## src/rtl/bram_port_arb.sv

```systemverilog
// rtl/bram_port_arb.sv - round-robin two-requester arbiter for one single-port BRAM with read-tag return.
// Optional statistics counters are enabled by defining BRAM_ARB_STATS_EN.
module bram_port_arb #(
  parameter int ADDR_W = 32,
  parameter int DATA_W = 32,
  parameter int RD_LAT = 1
) (
  input  logic                clk,
  input  logic                rst,
  input  logic                req0,
  input  logic                req1,
  input  logic                lock0,
  input  logic                lock1,
  input  logic [DATA_W/8-1:0] we0,
  input  logic [DATA_W/8-1:0] we1,
  input  logic [ADDR_W-1:0]   addr0,
  input  logic [ADDR_W-1:0]   addr1,
  input  logic [DATA_W-1:0]   din0,
  input  logic [DATA_W-1:0]   din1,
  output logic                gnt0,
  output logic                gnt1,
  output logic                rvalid0,
  output logic                rvalid1,
  output logic [DATA_W-1:0]   rdata0,
  output logic [DATA_W-1:0]   rdata1,
  output logic [ADDR_W-1:0]   BRAM_ADDR,
  output logic [DATA_W/8-1:0] BRAM_WE,
  output logic                BRAM_EN,
  output logic [DATA_W-1:0]   BRAM_DIN,
  input  logic [DATA_W-1:0]   BRAM_DOUT,
  output logic                BRAM_RST,
  output logic [31:0]         stat_gnt0,
  output logic [31:0]         stat_gnt1,
  output logic [31:0]         stat_conf
);

  typedef enum logic [1:0] {
    OWN_NONE = 2'd0,
    OWN_R0   = 2'd1,
    OWN_R1   = 2'd2
  } owner_e;

  owner_e            owner_q, owner_d;
  logic              prio_q, prio_d;
  logic [RD_LAT-1:0] tag_vld_q;
  logic [RD_LAT-1:0] tag_id_q;
  logic              granted;
  logic              win_lock;
  logic              rd_push;

  // An owned port grants only its owner, even when the owner is idle.
  always_comb begin
    gnt0 = 1'b0;
    gnt1 = 1'b0;
    if (rst) begin
      case (owner_q)
        OWN_R0: gnt0 = req0;
        OWN_R1: gnt1 = req1;
        default: begin
          if (req0 && req1) begin
            gnt0 = ~prio_q;
            gnt1 = prio_q;
          end else begin
            gnt0 = req0;
            gnt1 = req1;
          end
        end
      endcase
    end
  end

  assign granted   = gnt0 | gnt1;
  assign win_lock  = gnt1 ? lock1 : lock0;
  assign BRAM_ADDR = gnt1 ? addr1 : (gnt0 ? addr0 : '0);
  assign BRAM_WE   = gnt1 ? we1   : (gnt0 ? we0   : '0);
  assign BRAM_DIN  = gnt1 ? din1  : (gnt0 ? din0  : '0);
  assign BRAM_EN   = granted;
  assign BRAM_RST  = 1'b0;
  assign rd_push   = granted && (BRAM_WE == '0);

  always_comb begin
    owner_d = owner_q;
    prio_d  = prio_q;
    if (granted) begin
      if (win_lock) begin
        owner_d = gnt1 ? OWN_R1 : OWN_R0;
      end else begin
        owner_d = OWN_NONE;
        prio_d  = ~gnt1;
      end
    end
  end

  always_ff @(posedge clk) begin
    if (!rst) begin
      owner_q   <= OWN_NONE;
      prio_q    <= 1'b0;
      tag_vld_q <= '0;
      tag_id_q  <= '0;
    end else begin
      owner_q      <= owner_d;
      prio_q       <= prio_d;
      tag_vld_q[0] <= rd_push;
      tag_id_q[0]  <= gnt1;
      for (int i = 1; i < RD_LAT; i++) begin
        tag_vld_q[i] <= tag_vld_q[i-1];
        tag_id_q[i]  <= tag_id_q[i-1];
      end
    end
  end

  // Tag pipeline depth equals BRAM read latency, so the tail lines up with BRAM_DOUT.
  assign rvalid0 = rst & tag_vld_q[RD_LAT-1] & ~tag_id_q[RD_LAT-1];
  assign rvalid1 = rst & tag_vld_q[RD_LAT-1] &  tag_id_q[RD_LAT-1];
  assign rdata0  = BRAM_DOUT;
  assign rdata1  = BRAM_DOUT;

`ifdef BRAM_ARB_STATS_EN
  logic [31:0] stat_gnt0_q, stat_gnt1_q, stat_conf_q;

  always_ff @(posedge clk) begin
    if (!rst) begin
      stat_gnt0_q <= '0;
      stat_gnt1_q <= '0;
      stat_conf_q <= '0;
    end else begin
      if (gnt0 && (stat_gnt0_q != 32'hFFFF_FFFF)) stat_gnt0_q <= stat_gnt0_q + 32'd1;
      if (gnt1 && (stat_gnt1_q != 32'hFFFF_FFFF)) stat_gnt1_q <= stat_gnt1_q + 32'd1;
      if (req0 && req1 && (owner_q == OWN_NONE) && (stat_conf_q != 32'hFFFF_FFFF))
        stat_conf_q <= stat_conf_q + 32'd1;
    end
  end

  assign stat_gnt0 = stat_gnt0_q;
  assign stat_gnt1 = stat_gnt1_q;
  assign stat_conf = stat_conf_q;
`else
  assign stat_gnt0 = 32'h0;
  assign stat_gnt1 = 32'h0;
  assign stat_conf = 32'h0;
`endif

endmodule
```

## config.mk

```make
export PLATFORM = sky130hd
export DESIGN_NAME = bram_port_arb
export DESIGN_NICKNAME = d
export VERILOG_FILES = /design/src/rtl/bram_port_arb.sv
export SDC_FILE = /design/constraint.sdc
export NUM_CORES = 1
export LEC_CHECK = 0
export ABC_AREA = 1
export CORE_AREA = 2 2 161 163
export DETAILED_ROUTE_END_ITERATION = 10
export DIE_AREA = 0 0 163 165
export PLACE_DENSITY = 0.4
export SLEW_MARGIN = 5
export SYNTH_ARGS = -nofsm -noshare
export SYNTH_HDL_FRONTEND = slang
export SYNTH_SLANG_ARGS = --single-unit
```

## constraint.sdc

```tcl
create_clock -name clk -period 2.8 [get_ports clk]
set_clock_uncertainty 0.05 [all_clocks]
set_input_delay 0.7 -clock clk [delete_from_list [all_inputs] [get_ports clk]]
set_output_delay 0.7 -clock clk [all_outputs]
set_load 0.1 [all_outputs]
```

==> results_dict.tcl <==
set metrics [dict create \
    outcome "completed" \
    synth_cells 448 \
    route.detailed.drc 0 \
    grt_start_max_net_pins 29 \
    fp.dieH_um 165 \
    synth_common_cells "buf_4 (164), nand2_1 (139), nand3_1 (63)" \
    clock_sinks 5 \
    fmax_ghz 0.365 \
    num_vias 3083 \
    dp_slack_ps -319 \
    ys_warn_count 0 \
    met3_usage 0.0234 \
    async_reset_ff_frac 0 \
    fillCellCount 2758 \
    finalCritPeriodShare 0.979 \
    drt_iter0_drc 45 \
    place.gp.congestion 0.652 \
    clock_latency_ps 230 \
    rsz0062_at_grt "true" \
    cts_made_buffers 3 \
    r2r_end "tag_vld_q" \
    min_period_ps 2740 \
    cp-end-kind "primary output" \
    startpoint "owner_q[0]" \
    grt.busiest_layer "met2" \
    htree_levels 1 \
    rrSetupSlack_ps 830 \
    die_area_um2 26900 \
    synth.distinct_cells 21 \
    slew_viol_final 0 \
    fin_ws_ps 57.7 \
    ys_seq_area_frac 0.0380 \
    io_pins 408 \
    worstPathMaxFanout 8 \
    p_sw_frac 0.622 \
    area_growth_pct 129 \
    routed_wl_mm 12.7 \
    p_sw_uw 1650 \
    dieWidth_um 163 \
    internal_power_uw 1010 \
    reg2reg_from "owner_q[0]" \
    peakVddDrop_uv 192 \
    synth_top_area_frac 0.468 \
    utilization 0.241 \
    start_kind "flip-flop" \
    postSynthRegisterBits 5 \
    grt_pass1_wl_mm 17.0 \
    avgSynthCellArea_um2 5.88 \
    hold_violations 0 \
    grtUsageMet2 0.174 \
    static-leakage-power_uw 0.00270 \
    drv_cap 0 \
    io_buffers 214 \
    regArea_um2 101 \
    rows 58 \
    worstPathRequired_ps 2050 \
    comb_power_share 0.880 \
    dpl.hpwl_mm 8.68 \
    grt_pass1_vias 2950 \
    drtPass1Iterations 4 \
    clockRootBuffer "clkbuf_16" \
    antenna_cells 0 \
    via_per_inst 3.23 \
    finalNetCount 801 \
    wl_per_cell_um 13.3 \
    drive_gt1_frac 0.362 \
    synth_most_common_cell "buf_4" \
    synthFlopType "dfxtp_1" \
    critical_path.endpoint "BRAM_ADDR[13]" \
    cts.clk_slew.worst_paths_ps 30 \
    synthTopCellsByArea "buf_4 (47%), nand2_1 (20%), nand3_1 (12%), dfxtp_1 (3.8%), nand3_2 (3.8%)" \
    drtAntennaViolNets 0 \
    antenna_found_initial 0 \
    multi_input_area_um2 1760 \
    syn_area_um2 2630 \
    fin_setup_tns_ps 0 \
    r2r_cells 14 \
    grt_use_met1 0.0825 \
    core-area_um2 25000 \
    synth_edf_count 0 \
    clockBufferDepth 2 \
    p_clk_frac 0.089 \
    min_path_type "flip-flop to flip-flop" \
    start_util 0.105 \
    path_class "flip-flop to primary output" \
    cts_tree "yes" \
    yosysTopAreaCell "buf_4" \
    p_per_area_nw_per_um2 441 \
    fin_worst_hold_slack_ps 443 \
    p_total_uw 2660 \
    seq_power_share 0.030 \
    cp.arrival_ps 1990 \
    grt-ovfl-total 0 \
    gr-usage-all-layers 0.0848 \
    setup_viol 0 \
]
repair_timing:
action,CTS,global route
gates cloned,9,1
hold endpoints to repair,0,0
hold buffers,0,0
endpoints found under the setup margin,70,58
resized for setup,71,33
setup buffers,11,0
pin swaps,4,22
routing by layer:
metal,part of all wire,up-vias
li1,-,1485
met1,0.33,1355
met2,0.55,220
met3,0.10,23
met4,0.019,0
met5,0,-
power by group through the flow:
stage | Sequential, µW | Clock, µW | Combinational (µW)
final | 81.1 | 237 | 2340
after global routing | 81.4 | 246 | 2420
after CTS | 81.0 | 239 | 2340
after detailed placement | 81.5 | 0 | 2170
after global placement | 81.4 | 0 | 2170
after floorplan | 80.6 | 0 | 1970
worst max-delay path: stages (launching register included):
cell	delay, ps
dfxtp_2	330
inv_2	50
ha_4	290
inv_4	50
nand2_2	60
nand2_2	70
nor2_4	170
buf_12	140
buf_12	150
clkbuf_16	160
nand2_2	40
nand2_2	70
buf_12	170
state kept, by name, indices dropped and copies added (netlist names):
| register | flops |
|---|---|
| prio_q | 1 |
| tag_id_q | 1 |
| tag_vld_q | 1 |
| owner_q | 2 |
final cells by class:
| cell class | instances | share of cell area |
|---|---|---|
| timing repair buffer | 258 | 0.598 |
| multi-input combinational | 340 | 0.292 |
| tap | 330 | 0.0684 |
| sequential | 5 | 0.0168 |
| clock buffer | 4 | 0.0131 |
| inverter | 17 | 0.0122 |
through the flow:
stage | std cells | cell area, µm²
2_1_floorplan | 544 | 3020
3_3_place_gp | 929 | 5240
3_5_place_dp | 929 | 5240
4_1_cts | 953 | 5920
5_1_grt | 954 | 6030
6_report | 954 | 6030
cells by family (layout without fill, tap and decap cells):
family | Yosys count | in the layout | synth area share
flops | 5 | 5 | 0.0380
buf+inv | 199 | 279 | 0.537
simple gates | 235 | 235 | 0.401
compound gates | 6 | 6 | 0.0128
other cells | 1 | 97 | 0.00142
fa+ha+maj | 2 | 2 | 0.00950
cell usage in the layout (no fill, tap or decap):
cell	instances
nand2_2	57
buf_16	6
clkinv_1	1
buf_6	4
conb_1	97
bufbuf_16	3
nand2_1	82
ha_1	1
buf_4	17
clkbuf_16	4
nor2_4	3
dfxtp_1	4
nand3_2	28
nor2_1	13
a21oi_4	1
clkbuf_2	1
a21oi_1	3
inv_8	1
dfxtp_2	1
inv_2	3
clkdlybuf4s50_1	138
inv_4	1
o21ai_0	2
buf_12	88
clkbuf_1	1
nand2_4	4
inv_1	11
ha_4	1
nand3_1	45
nor2_2	3
worst min-delay path by stage:
stage	from	endpoint	slack, ps	depth (start not counted)
6_report	prio_q	prio_q	440	2
5_1_grt	prio_q	prio_q	480	2
3_5_place_dp	prio_q	prio_q	440	2
3_3_place_gp	prio_q	prio_q	430	2
4_1_cts	prio_q	prio_q	440	2
2_1_floorplan	prio_q	prio_q	410	2
No activity file was read; power rests on OpenSTA's default activity.
